## config.mk

```make
export PLATFORM = sky130hd
export DESIGN_NAME = uart_receiver
export DESIGN_NICKNAME = d
export VERILOG_FILES = /design/src/rtl/uart_receiver.sv
export SDC_FILE = /design/constraint.sdc
export NUM_CORES = 1
export LEC_CHECK = 0
export ABC_AREA = 1
export BUFFER_PORTS_ARGS = -buffer_cell sky130_fd_sc_hd__clkbuf_2
export CORE_MARGIN = 4
export CORE_UTILIZATION = 31
export CTS_CLUSTER_DIAMETER = 30
export DETAILED_ROUTE_END_ITERATION = 10
export PLACE_DENSITY_LB_ADDON = 0.3
export REMOVE_ABC_BUFFERS = 1
export SYNTH_ARGS = -nofsm -noshare
export SYNTH_HDL_FRONTEND = slang
export SYNTH_SLANG_ARGS = --single-unit
```

## constraint.sdc

```tcl
create_clock -name i_clk -period 1.22 [get_ports i_clk]
set_input_delay 0.183 -clock i_clk [delete_from_list [all_inputs] [get_ports i_clk]]
set_output_delay 0.183 -clock i_clk [all_outputs]
set_load 0.1 [all_outputs]
```

## src/rtl/uart_receiver.sv

```systemverilog
// 8N1 UART receiver: oversampled start detection, mid-bit sampling of data and stop bits,
// with one-cycle done / framing-error / overrun pulses toward the RX FIFO.
module uart_receiver #(
    parameter int SIZE_DATA   = 8,
    parameter int OVER_SAMPLE = 16,
    parameter int MID_SAMPLE  = 8
) (
    input  logic                 i_clk,
    input  logic                 i_rst,
    input  logic                 i_stick,
    input  logic                 i_rx_serial,
    input  logic                 i_fifo_full,
    output logic [SIZE_DATA-1:0] o_rx_data,
    output logic                 o_rx_done,
    output logic                 o_valid,
    output logic                 o_busy,
    output logic                 o_frame_err,
    output logic                 o_overrun
);

    localparam int CW = $clog2(OVER_SAMPLE);
    localparam int BW = $clog2(SIZE_DATA + 1);
    localparam logic [CW-1:0] MID_LAST  = CW'(MID_SAMPLE - 1);
    localparam logic [CW-1:0] BIT_LAST  = CW'(OVER_SAMPLE - 1);
    localparam logic [BW-1:0] BITS_LAST = BW'(SIZE_DATA - 1);
    localparam logic [CW-1:0] CNT_ZERO  = {CW{1'b0}};
    localparam logic [BW-1:0] BCNT_ZERO = {BW{1'b0}};

    typedef enum logic [1:0] {
        IDLE  = 2'd0,
        START = 2'd1,
        DATA  = 2'd2,
        STOP  = 2'd3
    } state_t;

    state_t                 state_r, state_nxt_s;
    logic                   sync1_r, sync2_r, rx_s;
    logic [CW-1:0]          cnt_r, cnt_nxt_s;
    logic [BW-1:0]          bcnt_r, bcnt_nxt_s;
    logic [SIZE_DATA-1:0]   shift_r, shift_nxt_s;
    logic [SIZE_DATA-1:0]   rx_data_r, rx_data_nxt_s;
    logic                   done_r, done_nxt_s;
    logic                   valid_r, valid_nxt_s;
    logic                   busy_r;
    logic                   ferr_r, ferr_nxt_s;
    logic                   ovr_r, ovr_nxt_s;

    // Two-flop synchronizer; resets to the idle line level so reset never looks like a start edge.
    always_ff @(posedge i_clk) begin
        if (i_rst) begin
            sync1_r <= 1'b1;
            sync2_r <= 1'b1;
        end else begin
            sync1_r <= i_rx_serial;
            sync2_r <= sync1_r;
        end
    end

    assign rx_s = sync2_r;

    // Next-state, counter, shift and output-pulse decode.
    always_comb begin
        state_nxt_s   = state_r;
        cnt_nxt_s     = cnt_r;
        bcnt_nxt_s    = bcnt_r;
        shift_nxt_s   = shift_r;
        rx_data_nxt_s = rx_data_r;
        valid_nxt_s   = valid_r;
        done_nxt_s    = 1'b0;
        ferr_nxt_s    = 1'b0;
        ovr_nxt_s     = 1'b0;
        case (state_r)
            IDLE: begin
                if (!rx_s) begin
                    state_nxt_s = START;
                    cnt_nxt_s   = CNT_ZERO;
                end else begin
                    state_nxt_s = IDLE;
                end
            end
            START: begin
                if (i_stick) begin
                    if (cnt_r == MID_LAST) begin
                        cnt_nxt_s = CNT_ZERO;
                        if (!rx_s) begin
                            state_nxt_s = DATA;
                            bcnt_nxt_s  = BCNT_ZERO;
                        end else begin
                            state_nxt_s = IDLE;
                        end
                    end else begin
                        cnt_nxt_s = cnt_r + 1'b1;
                    end
                end else begin
                    cnt_nxt_s = cnt_r;
                end
            end
            DATA: begin
                if (i_stick) begin
                    if (cnt_r == BIT_LAST) begin
                        shift_nxt_s = {rx_s, shift_r[SIZE_DATA-1:1]};
                        cnt_nxt_s   = CNT_ZERO;
                        bcnt_nxt_s  = bcnt_r + 1'b1;
                        if (bcnt_r == BITS_LAST) begin
                            state_nxt_s = STOP;
                        end else begin
                            state_nxt_s = DATA;
                        end
                    end else begin
                        cnt_nxt_s = cnt_r + 1'b1;
                    end
                end else begin
                    cnt_nxt_s = cnt_r;
                end
            end
            STOP: begin
                if (i_stick) begin
                    if (cnt_r == BIT_LAST) begin
                        // Decide at mid-stop so a back-to-back start edge is never missed.
                        state_nxt_s = IDLE;
                        cnt_nxt_s   = CNT_ZERO;
                        if (rx_s) begin
                            if (!i_fifo_full) begin
                                rx_data_nxt_s = shift_r;
                                done_nxt_s    = 1'b1;
                                valid_nxt_s   = 1'b1;
                            end else begin
                                ovr_nxt_s = 1'b1;
                            end
                        end else begin
                            ferr_nxt_s = 1'b1;
                        end
                    end else begin
                        cnt_nxt_s = cnt_r + 1'b1;
                    end
                end else begin
                    cnt_nxt_s = cnt_r;
                end
            end
            default: begin
                state_nxt_s = IDLE;
                cnt_nxt_s   = CNT_ZERO;
                bcnt_nxt_s  = BCNT_ZERO;
            end
        endcase
    end

    // State, datapath and registered outputs.
    always_ff @(posedge i_clk) begin
        if (i_rst) begin
            state_r   <= IDLE;
            cnt_r     <= CNT_ZERO;
            bcnt_r    <= BCNT_ZERO;
            shift_r   <= {SIZE_DATA{1'b0}};
            rx_data_r <= {SIZE_DATA{1'b0}};
            done_r    <= 1'b0;
            valid_r   <= 1'b0;
            busy_r    <= 1'b0;
            ferr_r    <= 1'b0;
            ovr_r     <= 1'b0;
        end else begin
            state_r   <= state_nxt_s;
            cnt_r     <= cnt_nxt_s;
            bcnt_r    <= bcnt_nxt_s;
            shift_r   <= shift_nxt_s;
            rx_data_r <= rx_data_nxt_s;
            done_r    <= done_nxt_s;
            valid_r   <= valid_nxt_s;
            busy_r    <= (state_nxt_s != IDLE);
            ferr_r    <= ferr_nxt_s;
            ovr_r     <= ovr_nxt_s;
        end
    end

    assign o_rx_data   = rx_data_r;
    assign o_rx_done   = done_r;
    assign o_valid     = valid_r;
    assign o_busy      = busy_r;
    assign o_frame_err = ferr_r;
    assign o_overrun   = ovr_r;

endmodule

```

==> results_dict.tcl, run 1 <==
set metrics [dict create \
    cp_max_fo 4 \
    violations "setup timing" \
    hp-class "primary input to flip-flop" \
    multi_input_comb_area_um2 734 \
    powerDensity_nw_per_um2 1060 \
    grt_pass1_vias 1295 \
    start_util 0.319 \
    postSynthCellCount 188 \
    worst_slew_margin_rel 0.791 \
    area_growth_pct 56.8 \
    stdcell_area_um2 2180 \
    synth.cell_area_um2 1390 \
    timing.final.ws_setup_ns -0.0952 \
    hold_viol 0 \
    critical-path-max-stage-delay_ns 0.35 \
    placement.io_buffers 17 \
    crit_type "flip-flop to flip-flop" \
    worstPathCellList "ha_4, nand4_1, nand2_1, nand2_1, nand2_1, nand3_1, nand2_1, nand2_1" \
    synth_cell_types 24 \
    syn-mean-instance-area_um2 7.39 \
    clock_sinks 33 \
    fraction_of_layout_cells_with_a_size_suffix_above_1 0.373 \
    yosys_synthesis_warning_count 0 \
    clock_root_buffer "sky130_fd_sc_hd__clkbuf_8" \
    crit_path_top_delay_cell "sky130_fd_sc_hd__dfxtp_2" \
    setup.worst_path.end_class "flip-flop" \
    clockBufferDepth 2 \
    tritoncts "built" \
    final.setup_skew_ns 0.00432 \
    num_vias 1324 \
    core_area_um2 4350 \
    drt-vias-per-instance 4.52 \
    worst_skew_pair.late_latency_ns 0.28 \
    synth.yosys.seq_area_share 0.476 \
    drt-initial-drc-count 68 \
    grt_start_max_net_pins 24 \
    drt_wl_total_um 3240 \
    grt_first_pass_wirelength_um 5710 \
    cts-htree-levels 2 \
    final.fill_count 400 \
    floorplan.die.height_um 74.9 \
    drc 0 \
    setup_viol_count_final 23 \
    max_freq_ghz 0.760 \
    dieWidth_um 74.9 \
    grt_remaining_overflow 0 \
    cap_violations 0 \
    dpl_worst_slack_ns -0.238 \
    worstPathBufferInverterCount 0 \
    die-area_um2 5620 \
    cpMostUsedCell "sky130_fd_sc_hd__nand2_1" \
    vdd.ir_drop.worst_uv 701 \
    post_route_worst_hold_slack_ns 0.0796 \
    dp_hpwl_um 2210 \
    clk_transition_reported_paths_ns 0.07 \
    rsz0062_at_grt "true" \
    power.static_leakage_nw 0.991 \
    run_status "finished with violations" \
    drt_first_pass_iters 4 \
    detail-route-antenna-nets 0 \
    sequential_cell_area_um2 663 \
    period_minus_slack_ns 1.32 \
    antenna_found_initial 0 \
    timing.critical_path.max_delay_family "simple AND/OR/NAND/NOR gates" \
    top_level_ports 18 \
    timing.critical_path.from_type "flip-flop" \
    nNetsFinal 248 \
    core.rowCount 24 \
    period_share 1.08 \
    insertedDiodeCount 0 \
    place_congestion 0.778 \
    grt.total_usage 0.135 \
    route.detailed.wl_per_inst_um 11.1 \
    worst-endpoint-required_ns 1.40 \
    tightestPinTransition_ns 0.310 \
    cts_buffers 5 \
    place_area_um2 1930 \
    critical_path_arrival_ns 1.50 \
    report.final.slew_viol_count 0 \
    synth.ff_latch_count 33 \
]
-- metal layers --
metal | vias up | part of all wire | track usage | wire length (µm)
met1 | 598 | 0.45 | 0.167 | 1460
met2 | 15 | 0.50 | 0.221 | 1640
met3 | 4 | 0.037 | 0.0481 | 120
li1 | 707 | - | - | -
met5 | - | 0 | 0 | 0
met4 | 0 | 0.0089 | 0.0356 | 29
-- state kept, by name (all words and copies together), names as in the netlist, 2 cells and up --
register	flops
o_rx_data	8
shift_r	8
bcnt_r	4
cnt_r	4
state_r	2
-- stage by stage --
stage	power [mW]	cells	util	TNS, ns
2_1_floorplan	1.23	185	-	-1.73
3_3_place_gp	1.33	280	0.443	-4.29
3_5_place_dp	1.33	280	0.443	-4.66
4_1_cts	2.33	293	0.493	-1.94
5_1_grt	2.41	293	0.500	-3.75
6_report	2.31	293	0.500	-1.68
-- worst reg2reg max path, cell delays in order, from the launching register on --
cell and delay (ns):
sky130_fd_sc_hd__dfxtp_2 0.35, sky130_fd_sc_hd__ha_4 0.17, sky130_fd_sc_hd__nand4_1 0.22, sky130_fd_sc_hd__nand2_1 0.15, sky130_fd_sc_hd__nand2_1 0.07, sky130_fd_sc_hd__nand2_1 0.06
sky130_fd_sc_hd__nand3_1 0.06, sky130_fd_sc_hd__nand2_1 0.09, sky130_fd_sc_hd__nand2_1 0.05
-- where the power goes --
| group | internal (mW) | switching (mW) |
|---|---|---|
| logic | 0.0933 | 0.130 |
| clock network | 0.593 | 0.389 |
| registers | 1.09 | 0.0128 |
| total | 1.78 | 0.532 |
-- cells by family after synthesis --
family | count (synthesis) | synth area share
XOR/XNOR | 2 | 0.0126
adder cells (fa/ha/maj) | 2 | 0.0180
buffers and inverters | 20 | 0.0568
flip-flops | 33 | 0.476
AND/OR/NAND/NOR | 99 | 0.318
AO/OA/AOI/OAI | 32 | 0.119
-- area by class of cell --
type,count,share of cell area
clock buffers,5,0.0316
inverters,17,0.0305
multi-input cells,135,0.337
clock inverters,2,0.0161
well taps,52,0.0299
repair buffers,49,0.250
flip-flops and latches,33,0.305
-- layout by cell type, fill, tap and decap left out, drive strengths merged --
| master | synthesis | routed |
|---|---|---|
| nor2 | 48 | 48 |
| buf | 1 | 45 |
| nand2 | 37 | 37 |
| dfxtp | 33 | 33 |
| o21ai | 20 | 20 |
| inv | 17 | 17 |
| a21oi | 10 | 10 |
| nand3 | 9 | 9 |
| clkbuf | 2 | 9 |
| nand4 | 2 | 2 |
| or2 | 2 | 2 |
| ha | 2 | 2 |
| xor2 | 1 | 1 |
| o21a | 1 | 1 |
| nor4 | 1 | 1 |
| xnor2 | 1 | 1 |
| o31ai | 1 | 1 |
| clkinv | 0 | 1 |
| bufinv | 0 | 1 |
-- synthesized netlist by cell type --
cell                        n  area [µm²]
sky130_fd_sc_hd__nor2_4     2        22.5
sky130_fd_sc_hd__nand2_2    2        12.5
sky130_fd_sc_hd__nor2_2     2        12.5
sky130_fd_sc_hd__clkbuf_1   2        7.51
sky130_fd_sc_hd__inv_4      1        6.26
sky130_fd_sc_hd__nand2_1   35         131
sky130_fd_sc_hd__nor2_1    43         161
sky130_fd_sc_hd__a21oi_1   10        50.1
sky130_fd_sc_hd__buf_2      1        5.00
sky130_fd_sc_hd__nor2_8     1        20.0
sky130_fd_sc_hd__o21ai_0   20         100
sky130_fd_sc_hd__o21a_1     1        7.51
sky130_fd_sc_hd__nand3_1    8        40.0
sky130_fd_sc_hd__ha_1       2        25.0
sky130_fd_sc_hd__inv_1     14        52.6
sky130_fd_sc_hd__nand4_1    2        12.5
sky130_fd_sc_hd__xnor2_1    1        8.76
sky130_fd_sc_hd__or2_2      2        12.5
sky130_fd_sc_hd__nor4_1     1        6.26
sky130_fd_sc_hd__dfxtp_1   33         661
sky130_fd_sc_hd__nand3_2    1        10.0
sky130_fd_sc_hd__o31ai_1    1        7.51
sky130_fd_sc_hd__xor2_1     1        8.76
sky130_fd_sc_hd__inv_2      2        7.51
-- timing repair --
| action | 4_1_cts | 5_1_grt |
|---|---|---|
| endpoints found under the setup margin | 29 | 30 |
| pin swaps | 12 | 10 |
| setup buffers | 5 | 0 |
| hold buffers | 0 | 0 |
| gates resized for setup | 23 | 12 |
| gates cloned | 1 | 0 |
-- final timing paths --
path	from	slack (ns)	endpoint	depth (start not counted)
worst max-delay path	cnt_r[0]	-0.1	o_busy	8
worst min-delay path	i_rx_serial	0.08	sync1_r	2
worst max register to register	cnt_r[0]	-0.1	o_busy	8
worst min register to register	sync1_r	0.42	rx_s	1
Note: power is estimated with default switching activity, not from simulation.
==> inputs of run 2 (changes only) <==
- TNS_END_PERCENT: not set -> 50
- clock period: 1.22 -> 1.5 ns (I/O delays scaled with it)
==> results_dict.tcl, run 2 (synthesis gave the netlist of run 1 again) <==
set metrics [dict create \
    hold_viol 0 \
    drt_wl_total_um 2970 \
    crit_type "flip-flop to flip-flop" \
    antenna_found_initial 0 \
    power_frac_comb 0.073 \
    finalCoreUtilization 0.391 \
    top_level_ports 18 \
    drt-initial-drc-count 144 \
    dp_hpwl_um 2100 \
    worst_slew_margin_rel 0.638 \
    holdBufCountCts 0 \
    pwr-share-seq 0.545 \
    dieWidth_um 74.9 \
    hp-class "primary input to flip-flop" \
    cts-htree-levels 2 \
    clock_sinks 33 \
    power.static_leakage_nw 0.796 \
    period_minus_slack_ns 1.42 \
    area_growth_pct 22.5 \
    floorplan.die.height_um 74.9 \
    grt.total_usage 0.111 \
    grt_pass1_vias 1071 \
    layout.cells.most_common_list "43 x sky130_fd_sc_hd__nor2_1, 35 x sky130_fd_sc_hd__nand2_1, 31 x sky130_fd_sc_hd__dfxtp_1" \
    route.detailed.wl_per_inst_um 11.0 \
    powerDensity_nw_per_um2 967 \
    drt_first_pass_iters 5 \
    clock_power_share 0.382 \
    instances_no_fill 271 \
    numPlacedInstances 258 \
    start_util 0.319 \
    tightestPinTransition_ns 0.545 \
    fraction_of_layout_cells_with_a_size_suffix_above_1 0.215 \
    core.rowCount 24 \
    insertedDiodeCount 0 \
    critical_path_arrival_ns 1.64 \
    tritoncts "built" \
    drc 0 \
    setup_viol_count_final 0 \
    power.net_switching_mw 0.398 \
    grt_remaining_overflow 0 \
    switching_share 0.242 \
    worst_skew_pair.late_latency_ns 0.28 \
    clock_root_buffer "sky130_fd_sc_hd__clkbuf_8" \
    mostFrequentLayoutCell "sky130_fd_sc_hd__nor2_1" \
    setup.worst_path.end_class "flip-flop" \
    vdd.ir_drop.worst_uv 495 \
    power_report.internal_total_mw 1.25 \
    period_share 0.950 \
    cp_max_fo 5 \
    clockBufferDepth 2 \
    grt_first_pass_wirelength_um 4760 \
    final.setup_skew_ns 0.00455 \
    die-area_um2 5620 \
    rsz0062_at_grt "true" \
    grt_start_max_net_pins 20 \
    cap_violations 0 \
    nNetsFinal 225 \
    report.final.slew_viol_count 0 \
    worst-endpoint-required_ns 1.71 \
    run_status "finished, final reports clean" \
    num_vias 1213 \
    max_freq_ghz 0.702 \
    placement.io_buffers 17 \
    clk_transition_reported_paths_ns 0.06 \
    place_congestion 0.864 \
    cts_buffers 5 \
    core_area_um2 4350 \
    timing.critical_path.from_type "flip-flop" \
    detail-route-antenna-nets 0 \
    drt-vias-per-instance 4.48 \
]
run 2: through the flow:
step / worst slack [ns] / total power [mW] / hold WS [ns] / instance area, µm² / TNS (ns)
final: 0.0752 / 1.64 / 0.130 / 1700 / 0
after global routing: -0.0273 / 1.72 / 0.127 / 1700 / -0.0790
after CTS: 0.00285 / 1.66 / 0.132 / 1640 / 0
after detailed placement: 0.00441 / 1.04 / 0.400 / 1560 / 0
after global placement: 0.0493 / 1.04 / 0.391 / 1560 / 0
after floorplan: 0.164 / 1.00 / 0.294 / 1380 / 0
run 2: power by group through the flow:
stage | Sequential [mW] | Combinational [mW] | Clock, mW
after floorplan | 0.941 | 0.0587 | 0
after global placement | 0.916 | 0.120 | 0
after detailed placement | 0.916 | 0.120 | 0
after CTS | 0.896 | 0.120 | 0.648
after global routing | 0.897 | 0.135 | 0.687
final | 0.897 | 0.120 | 0.628
run 2: final cells by class:
class | count | area (µm²)
inverter | 17 | 66.3
sequential | 33 | 666
timing repair buffer | 26 | 153
tap | 52 | 65.1
multi-input combinational | 135 | 672
fill | 451 | 2650
clock buffer | 8 | 80.1
run 2: critical path, cell delays in order (launching register included):
cell and delay (ns):
sky130_fd_sc_hd__dfxtp_4 0.37, sky130_fd_sc_hd__ha_4 0.16, sky130_fd_sc_hd__nand3_2 0.13, sky130_fd_sc_hd__nor2_4 0.12
sky130_fd_sc_hd__nand2_2 0.10, sky130_fd_sc_hd__nor2_8 0.16, sky130_fd_sc_hd__buf_4 0.15, sky130_fd_sc_hd__o21ai_0 0.07
sky130_fd_sc_hd__nor2_1 0.09
run 2: what timing repair did:
item / in CTS / in global routing
setup endpoints to repair: 0 / 24
buffers inserted: 0 / 5
resized for setup: 0 / 9
run 2: metal layers:
metal | track usage | wire [µm] | vias to the layer above
li1 | - | - | 656
met2 | 0.184 | 1480 | 18
met5 | 0 | 0 | -
met4 | 0.0356 | 34 | 0
met3 | 0.0347 | 124 | 5
met1 | 0.137 | 1330 | 534
run 2: worst paths after layout:
check	start	end	slack [ns]	cells after the start
setup / recovery	cnt_r[0]	o_rx_data[2]	0.08	8
hold / removal	i_rx_serial	sync1_r	0.13	2
hold reg to reg	sync1_r	rx_s	0.42	1
setup reg to reg	cnt_r[0]	o_rx_data[2]	0.08	8
==> inputs of run 3 (changes only) <==
--- a/config.mk
+++ b/config.mk
@@ -9,5 +9,5 @@
 export BUFFER_PORTS_ARGS = -buffer_cell sky130_fd_sc_hd__clkbuf_2
 export CORE_MARGIN = 4
-export CORE_UTILIZATION = 31
+export CORE_UTILIZATION = 40
 export CTS_CLUSTER_DIAMETER = 30
 export DETAILED_ROUTE_END_ITERATION = 10
==> constraint.sdc (replaced) <==
create_clock -name i_clk -period 1.75 [get_ports i_clk]
set_input_delay 0.35 -clock i_clk [delete_from_list [all_inputs] [get_ports i_clk]]
set_output_delay 0.35 -clock i_clk [all_outputs]
set_load 0.1 [all_outputs]
==> results_dict.tcl, run 3 (synthesis gave the netlist of run 1 again) <==
set metrics [dict create \
    run_status "finished, final reports clean" \
    worstPathCellList "ha_1, nand3_2, nor2_2, nand2_2, nor2_8, inv_4, nor2_1, nor2_1" \
    clockBufferDepth 2 \
    stdcell_area_um2 1610 \
    insertedDiodeCount 0 \
    floorplan.die.height_um 66.9 \
    layout.cells.most_common_list "43 x sky130_fd_sc_hd__nor2_1, 35 x sky130_fd_sc_hd__nand2_1, 33 x sky130_fd_sc_hd__dfxtp_1" \
    holdBufCountCts 0 \
    grt.total_usage 0.147 \
    route.detailed.wl_per_inst_um 10.4 \
    grt_start_max_net_pins 17 \
    cts_buffers 5 \
    nNetsFinal 219 \
    drt-vias-per-instance 4.70 \
    tritoncts "built" \
    critical_path_arrival_ns 1.73 \
    rsz0062_at_grt "false" \
    clock_sinks 33 \
    hp-class "primary input to flip-flop" \
    min_path_cells 2 \
    setup_viol_count_final 0 \
    grt_remaining_overflow 0 \
    detail-route-antenna-nets 0 \
    worst_skew_pair.late_latency_ns 0.33 \
    period_minus_slack_ns 1.50 \
    vdd.ir_drop.worst_uv 464 \
    grt_pass1_vias 1164 \
    hold_viol 0 \
    area_growth_pct 16.0 \
    timing.critical_path.from_type "flip-flop" \
    cap_violations 0 \
    cts-htree-levels 2 \
    powerDensity_nw_per_um2 839 \
    ctsResizeCount 0 \
    worst-endpoint-required_ns 1.98 \
    drt_wl_total_um 2690 \
    timing.critical_path.max_delay_family "simple AND/OR/NAND/NOR gates" \
    fraction_of_layout_cells_with_a_size_suffix_above_1 0.192 \
    post_cts.repair.setup_buffers 0 \
    timing.reg2reg.worst_path_depth 8 \
    dieWidth_um 66.9 \
    power.static_leakage_nw 0.766 \
    num_vias 1217 \
    placement.io_buffers 17 \
    grt_first_pass_wirelength_um 4880 \
    drc 0 \
    holdPathEnd "sync1_r" \
    setup_total_negative_slack_ns 0 \
    report.final.slew_viol_count 0 \
    final.fill_count 355 \
    critical-path-max-stage-delay_ns 0.38 \
    core_area_um2 3340 \
    crit_path_top_delay_cell "sky130_fd_sc_hd__dfxtp_1" \
    top_level_ports 18 \
    worst_slew_margin_rel 0.639 \
    worstHoldStart "i_rx_serial" \
    antenna_found_initial 0 \
    regToRegStartpoint "cnt_r[0]" \
    r2r_end "o_rx_data[7]" \
    final.setup_skew_ns 0.00450 \
    cp_max_fo 10 \
    instances_no_fill 259 \
    drt_first_pass_iters 4 \
    period_share 0.855 \
    max_freq_ghz 0.668 \
    dp_hpwl_um 2010 \
    clock_root_buffer "sky130_fd_sc_hd__clkbuf_4" \
    numPlacedInstances 251 \
    place_area_um2 1540 \
    clk_transition_reported_paths_ns 0.10 \
    worstPathBufferInverterCount 1 \
    drt-initial-drc-count 39 \
    place_congestion 0.825 \
    setup.worst_path.end_class "flip-flop" \
    mostFrequentLayoutCell "sky130_fd_sc_hd__nor2_1" \
    die-area_um2 4480 \
    core.rowCount 21 \
    reg2reg_slack_ns 0.25 \
    crit_type "flip-flop to flip-flop" \
    finalCoreUtilization 0.483 \
    cpMostUsedCell "sky130_fd_sc_hd__nor2_1" \
    tightestPinTransition_ns 0.544 \
    start_util 0.416 \
    post_route_worst_hold_slack_ns 0.199 \
]
-- run 3: cell count changes in the layout (fill, tap and decap cells not counted), sizes merged --
cell,change
clkinv,+1
buf,-6
clkbuf,-1
-- run 3: how the worst max path moves through the flow --
stage                              end      from  cells after the start
final                     o_rx_data[7]  cnt_r[0]                      8
after global routing      o_rx_data[2]  cnt_r[0]                      8
after CTS                 o_rx_data[0]  cnt_r[0]                      8
after detailed placement  o_rx_data[3]  cnt_r[0]                      8
after global placement    o_rx_data[2]  cnt_r[0]                      8
after floorplan           o_rx_data[1]  cnt_r[0]                      8
-- run 3: metal layers --
layer | vias up | track usage | share of wire
met5 | - | 0 | 0
met4 | 0 | 0.0608 | 0.013
met3 | 4 | 0.0455 | 0.036
met2 | 16 | 0.249 | 0.50
met1 | 551 | 0.169 | 0.45
li1 | 646 | - | -
-- run 3: power by group --
part	internal [mW]	switching (mW)	total, mW
combinational	0.0258	0.0746	0.100
sequential	0.760	0.00827	0.768
clock	0.233	0.250	0.483
total	1.02	0.333	1.35
-- run 3: area by class of cell --
type / instances / area [µm²] / area share
clock inverter: 1 / 5.00 / 0.00311
multi-input combinational: 135 / 649 / 0.403
tap: 46 / 57.6 / 0.0357
sequential: 33 / 661 / 0.410
inverter: 17 / 66.3 / 0.0411
clock buffer: 7 / 65.1 / 0.0404
timing repair buffer: 20 / 108 / 0.0668
-- run 3: stage by stage --
stage	worst slack (ns)	total power, mW
after floorplan	0.414	0.857
after global placement	0.264	0.887
after detailed placement	0.243	0.887
after CTS	0.233	1.38
after global routing	0.0332	1.43
final	0.253	1.35
-- run 3: worst register-to-register path: stages (launching register included) --
cell	delay, ns
sky130_fd_sc_hd__dfxtp_1	0.38
sky130_fd_sc_hd__ha_1	0.25
sky130_fd_sc_hd__nand3_2	0.14
sky130_fd_sc_hd__nor2_2	0.14
sky130_fd_sc_hd__nand2_2	0.10
sky130_fd_sc_hd__nor2_8	0.16
sky130_fd_sc_hd__inv_4	0.08
sky130_fd_sc_hd__nor2_1	0.09
sky130_fd_sc_hd__nor2_1	0.05
